<file path="src/rtl/return_addr_stack.sv">
// Return-address stack: circular LIFO of call link addresses.
// Overflow overwrites the oldest entry; underflow is reported as a pulse.
// The pop response (ret_valid/ret_addr) is registered and appears one cycle after pop.
module return_addr_stack #(
    parameter int unsigned XLEN = 32,
    parameter int unsigned DEPTH = 8,
    localparam int unsigned CW = $clog2(DEPTH + 1)
) (
    input  logic            clk,
    input  logic            rst,
    input  logic            flush,
    input  logic            push,
    input  logic [XLEN-1:0] push_addr,
    input  logic            pop,
    output logic [XLEN-1:0] top_addr,
    output logic            empty,
    output logic            full,
    output logic [CW-1:0]   count,
    output logic            ret_valid,
    output logic [XLEN-1:0] ret_addr,
    output logic            overflow,
    output logic            underflow
);

    localparam int unsigned PW = $clog2(DEPTH);

    // DEPTH must be a power of two so the pointer wraps for free.
    if (DEPTH < 2 || (DEPTH & (DEPTH - 1)) != 0) begin : g_bad_depth
        $error("return_addr_stack: DEPTH must be a power of two >= 2");
    end

    logic [XLEN-1:0] r_mem [DEPTH];
    logic [PW-1:0]   r_tp;
    logic [CW-1:0]   r_count;
    logic            r_ret_valid;
    logic [XLEN-1:0] r_ret_addr;
    logic            r_overflow;
    logic            r_underflow;

    logic [PW-1:0]   w_tp_m1;
    logic [XLEN-1:0] w_top;
    logic            w_empty;
    logic            w_full;

    logic            w_we;
    logic [PW-1:0]   w_waddr;
    logic [PW-1:0]   w_tp_d;
    logic [CW-1:0]   w_count_d;
    logic            w_ret_valid_d;
    logic [XLEN-1:0] w_ret_addr_d;
    logic            w_overflow_d;
    logic            w_underflow_d;

    assign w_tp_m1 = r_tp - PW'(1);
    assign w_empty = (r_count == '0);
    assign w_full  = (r_count == CW'(DEPTH));
    assign w_top   = r_mem[w_tp_m1];

    assign top_addr  = w_empty ? '0 : w_top;
    assign empty     = w_empty;
    assign full      = w_full;
    assign count     = r_count;
    assign ret_valid = r_ret_valid;
    assign ret_addr  = r_ret_addr;
    assign overflow  = r_overflow;
    assign underflow = r_underflow;

    // Next-state decode for push/pop; clears are applied in the register block.
    always_comb begin
        w_we          = 1'b0;
        w_waddr       = r_tp;
        w_tp_d        = r_tp;
        w_count_d     = r_count;
        w_ret_valid_d = 1'b0;
        w_ret_addr_d  = '0;
        w_overflow_d  = 1'b0;
        w_underflow_d = 1'b0;

        unique case ({push, pop})
            2'b10: begin
                w_we    = 1'b1;
                w_waddr = r_tp;
                w_tp_d  = r_tp + PW'(1);
                if (w_full) begin
                    // Oldest entry is overwritten; count saturates.
                    w_overflow_d = 1'b1;
                end else begin
                    w_count_d = r_count + CW'(1);
                end
            end
            2'b01: begin
                if (w_empty) begin
                    w_underflow_d = 1'b1;
                end else begin
                    w_ret_valid_d = 1'b1;
                    w_ret_addr_d  = w_top;
                    w_tp_d        = w_tp_m1;
                    w_count_d     = r_count - CW'(1);
                end
            end
            2'b11: begin
                if (w_empty) begin
                    // Nothing to return: behave as a plain push.
                    w_underflow_d = 1'b1;
                    w_we          = 1'b1;
                    w_waddr       = r_tp;
                    w_tp_d        = r_tp + PW'(1);
                    w_count_d     = CW'(1);
                end else begin
                    // Co-routine swap: return old top, replace it in place.
                    w_ret_valid_d = 1'b1;
                    w_ret_addr_d  = w_top;
                    w_we          = 1'b1;
                    w_waddr       = w_tp_m1;
                end
            end
            default: ;
        endcase
    end

    // Storage array; contents are don't-care after a clear, so no reset.
    always_ff @(posedge clk) begin
        if (w_we && !rst && !flush) begin
            r_mem[w_waddr] <= push_addr;
        end
    end

    // Pointer, count and registered response/pulse state.
    always_ff @(posedge clk) begin
        if (rst || flush) begin
            r_tp        <= '0;
            r_count     <= '0;
            r_ret_valid <= 1'b0;
            r_ret_addr  <= '0;
            r_overflow  <= 1'b0;
            r_underflow <= 1'b0;
        end else begin
            r_tp        <= w_tp_d;
            r_count     <= w_count_d;
            r_ret_valid <= w_ret_valid_d;
            r_ret_addr  <= w_ret_addr_d;
            r_overflow  <= w_overflow_d;
            r_underflow <= w_underflow_d;
        end
    end

endmodule
</file>
<file path="config.mk">
export PLATFORM = sky130hd
export DESIGN_NAME = return_addr_stack
export DESIGN_NICKNAME = d
export VERILOG_FILES = /design/src/rtl/return_addr_stack.sv
export SDC_FILE = /design/constraint.sdc
export NUM_CORES = 1
export LEC_CHECK = 0
export ABC_AREA = 1
export CORE_ASPECT_RATIO = 2
export CORE_MARGIN = 3
export CORE_UTILIZATION = 38
export CTS_CLUSTER_SIZE = 8
export DETAILED_ROUTE_END_ITERATION = 12
export DONT_BUFFER_PORTS = 1
export PLACE_DENSITY = 0.57
export SLEW_MARGIN = 10
export SYNTH_ARGS = -nofsm -noshare
export SYNTH_HDL_FRONTEND = slang
export SYNTH_SLANG_ARGS = --single-unit
</file>
<file path="constraint.sdc">
create_clock -name clk -period 3.8 [get_ports clk]
set_input_delay 0.38 -clock clk [delete_from_list [all_inputs] [get_ports clk]]
set_output_delay 0.38 -clock clk [all_outputs]
set_load 0.01 [all_outputs]
</file>
# After elaboration in Yosys (flattened, before gate mapping)
# Memories as Yosys holds them, arrays and structs flattened.
# Index checks and enable logic that the tools add are counted.
# totals
register_bits	42
output_inout_bits	73
ramBits	256
wordCells	48
mem_count	1
in_bits	37
# classes
n_eq_ne	7
n_reduce_logical	13
muxes	15
bitwise_logic	2
n_addsub	4
# memory_table
memory	words	width	rd	rd_clocked_by_memory_dff	write_ports	line_no	source
r_mem	8	32	1	0	1	32	logic [XLEN-1:0] r_mem [DEPTH];
# op_table
cell	count
$mux W32	1
$mux W4	3
$pmux W4 S3	1
$mux W3	3
$pmux W3 S3	1
$reduce_or A2 Y1	4
$mux W1	6
$ne A2 B2 Y1 const B	3
$add A4 B1 Y4 const B	1
$eq A2 B2 Y1 const B	2
$eq A4 B4 Y1 const B	1
$logic_not A4 Y1	1
$reduce_and A4 Y1	1
$sub A4 B1 Y4 const B	1
$add A3 B1 Y3 const B	1
$reduce_bool A3 Y1	1
$sub A3 B1 Y3 const B	1
$eq A2 B1 Y1 const B	1
$logic_and A1 B1 Y1	2
$logic_not A1 Y1	2
$not A1 Y1	2
$reduce_and A2 Y1	1
$logic_or A1 B1 Y1	1

# Logic depth before layout (Yosys ltp)
# depth
depth_word	7
depth_mapped	13
ltp_nobuf	12

# Worst setup path before layout
# Ideal clock, no wire load.
# synth_path
kind	reg2reg
startpoint	register r_tp[0]
endpoint	memory r_mem[2][0] (enable)
synth_period_minus_slack_ns	3.360
slack_ns	0.440
arrival_time_ns	2.939
setup_ns	0.421
path_stages_with_launch	10
path_cell_list	dfxtp_1 inv_2 buf_6 buf_2 ha_1 buf_4 buf_6 o21ai_1 nand2_1 nor2_1
# synth_between
elab_chain_len	3
# synth_rtl
element	line_no	source
start, declared	33	logic [PW-1:0] r_tp;
start signal, assigned	138	r_tp <= w_tp_d;
$sub A3 B1 Y3	54	assign w_tp_m1 = r_tp - PW'(1);
$mux W3	n/a	
$mux W3 *	79	unique case ({push, pop})
end, declared	32	
# Mark *: on every way between the ends. The rest lies on a longest branch, timed or not.

# Final worst setup path
# layout_path
startpoint	register r_tp[0]
endpoint	output top_addr[3]
# layout_between
elab_chain_len	3
# layout_rtl
element	line_no	source
$sub A3 B1 Y3	54	
$mem_v2 Z8 W32	n/a	
$mux W32	59	assign top_addr = w_empty ? '0 : w_top;
end, declared	15	output logic [XLEN-1:0] top_addr,
# No other way between the ends.

==> results_dict.tcl <==
set metrics [dict create \
    die_height_um 253.8 \
    crit_chain "inv_4 > ha_4 > buf_4 > o21ai_0 > o211ai_2 > o211ai_1 > inv_1" \
    tightest_slew_ps 988.0 \
    holdPathStages 3 \
    ios 110 \
    setup_viol 0 \
    initial_utilization 0.3865 \
    syn_area_um2 11660 \
    avgViaCountPerCell 5.216 \
    drt-initial-drc-count 480 \
    cp-start-kind "flip-flop" \
    cts_setup_buffers 0 \
    hold_class "input port to flip-flop" \
    h-tree-depth 2 \
    antenna_left 0 \
    utilization 0.4549 \
    whs_endpoint "overflow$_SDFF_PP0_" \
    fin_crit_ps 3367 \
    die_area_um2 32960 \
    critical-path-slowest-cell "dfxtp_4" \
    overflow 0 \
    rsz0062_at_grt "false" \
    cts_buffers 43 \
    end_kind "output pin" \
    synth_seq_area_share 0.7312 \
    dp_hpwl_mm 15.20 \
    tritoncts "yes" \
    outcome "completed" \
    synth_cell_type_count 31 \
    cts-resized-gates 0 \
    post-route-drc-count 0 \
    path_max_fanout 45 \
    postSynthNetCount 953 \
    cts.sinks 298 \
    setup_tns_ps 0 \
    slew_violations 0 \
    required_ps 3420 \
    fin_skew_ps 25.64 \
    clock_path_buffers 3 \
    max_stage_delay_ps 610 \
    grt_pass1_wl_mm 42.12 \
    clk_pin_slew_ps 50 \
    reg2regPathDepth 8 \
    area_delta_synth_final_pct 17.71 \
    wl_mm 27.28 \
    hp-start "pop" \
    final_common_cell "edfxtp_1" \
    p_leak_uw 0.004759 \
    power_density_nw_per_um2 567.8 \
    yosysWarnings 0 \
    grt_max_degree 94 \
    grt_pass1_vias 7310 \
    first_pass_iters 5 \
    r2r_start "r_tp[0]$_SDFFE_PP0P_" \
    numPortBuffers 0 \
    cap_violations 0 \
    maxSlewHeadroom 0.3413 \
    clock-root-buffer "clkbuf_16" \
    row_count 90 \
    fin_nets 998 \
    netlist_instances 912 \
    chipWidth_um 129.9 \
    reg2reg_to "r_mem[7][1]$_DFFE_PP_" \
    drive_gt1_frac 0.1210 \
    cts_hold_buf 32 \
    wl_per_cell_um 20.03 \
    antenna_found_initial 1 \
    place_congestion 0.7745 \
    core_um2 30180 \
    grt_use_total 0.1674 \
    vias 7104 \
    clk_latency_ps 550 \
    ir_drop_uv 320.1 \
    fmax_mhz 297.0 \
    ys_ff_latch 298 \
    final_hold_viol_count 0 \
    syn_avg_cell_area_um2 12.79 \
    final_cell_mix "edfxtp_1, nor2_1, o21ai_0" \
    r2r_slack_ps 1180 \
    path_class "flip-flop to output pin" \
    cp.arrival_ps 2990 \
    period_share 0.8861 \
]
==> kinds of logic (layout without fill, tap and decap cells) <==
group	after synthesis	count (layout)	share of synthesized area
AND/OR/NAND/NOR	257	257	0.08968
buffers and inverters	110	190	0.04355
other	0	2	0
XOR/XNOR	3	3	0.002253
adder cells (fa/ha/maj)	4	4	0.004291
flip-flops	298	298	0.7312
AO/OA/AOI/OAI	240	240	0.1290
==> worst max-delay path: cells and delay by family (launching register included) <==
family,cells,cell delay (ps)
adders and majority gates,1,470
AOI/OAI and AO/OA,3,620
DFF,1,610
buffers and inverters,3,750
==> synth_stat cells <==
cell type,count,area share
nor2_4,2,0.0019
ha_1,4,0.0043
buf_6,6,0.0058
o21ai_0,133,0.057
o211ai_1,44,0.028
inv_1,47,0.015
o21ai_1,3,0.0013
dfxtp_1,42,0.072
nand4_1,1,0.00054
o22ai_1,32,0.017
clkbuf_1,22,0.0071
nand2_2,4,0.0021
buf_4,7,0.0045
buf_2,17,0.0073
nor2_1,212,0.068
edfxtp_1,256,0.66
nand2_1,26,0.0084
nand3_2,1,0.00086
buf_1,1,0.00032
nand2_4,2,0.0019
inv_2,8,0.0026
nor4_1,1,0.00054
o211ai_2,20,0.021
nand3b_4,1,0.0017
nand3b_1,1,0.00064
clkbuf_2,2,0.00086
nor2_2,2,0.0011
xor2_1,3,0.0023
o32ai_1,1,0.00075
a21oi_1,7,0.0030
nand3_1,4,0.0017
==> per-stage QoR <==
step | hold WS (ps) | setup WS, ps | cells | instance area (µm²) | total power [µW]
finish | 83.31 | 432.8 | 1362 | 13730 | 7795
global route | 94.00 | 207.3 | 1361 | 13730 | 8109
CTS | 64.88 | 338.6 | 1360 | 13720 | 7905
detailed placement | 479.3 | 907.1 | 1248 | 12120 | 4285
global placement | 479.3 | 976.2 | 1248 | 12120 | 4277
floorplan | 478.9 | 439.8 | 912 | 11660 | 4123
==> worst max-delay path by stage <==
stage	depth (start not counted)	slack, ps	from	to
3_5_place_dp	7	910	r_tp[0]$_SDFFE_PP0P_	top_addr[3]
3_3_place_gp	7	980	r_tp[0]$_SDFFE_PP0P_	top_addr[3]
2_1_floorplan	9	440	r_tp[0]$_SDFFE_PP0P_	r_mem[2][0]$_DFFE_PP_
6_report	7	430	r_tp[0]$_SDFFE_PP0P_	top_addr[3]
4_1_cts	7	340	r_tp[0]$_SDFFE_PP0P_	top_addr[3]
5_1_grt	7	210	r_tp[0]$_SDFFE_PP0P_	top_addr[4]
==> sequential cells by signal (all words and copies together), names as in the netlist <==
name       cells
r_mem        256
ret_addr      32
count          4
r_tp           3
overflow       1
ret_valid      1
underflow      1
==> power by group <==
part           internal (µW)  switching, µW  total [µW]
registers               3600           26.7        3620
logic                    187            459         646
clock network           2170           1350        3530
==> metal layers <==
metal | up-vias | GRT usage | share of wire
li1 | 3377 | - | -
met1 | 3469 | 0.1962 | 0.38
met2 | 195 | 0.2985 | 0.54
met3 | 63 | 0.02503 | 0.043
met4 | 0 | 0.07551 | 0.035
met5 | - | 0 | 0
==> layout make-up <==
| class | instances | area [µm²] |
|---|---|---|
| diodes | 2 | 5.005 |
| clock buffers | 77 | 1225 |
| clock inverters | 3 | 55.05 |
| fillers | 2702 | 16450 |
| inverters | 55 | 209.0 |
| multi-input cells | 504 | 2700 |
| flip-flops and latches | 298 | 8532 |
| well taps | 368 | 460.4 |
| repair buffers | 55 | 543.0 |
No activity file was read; power rests on OpenSTA's default activity.
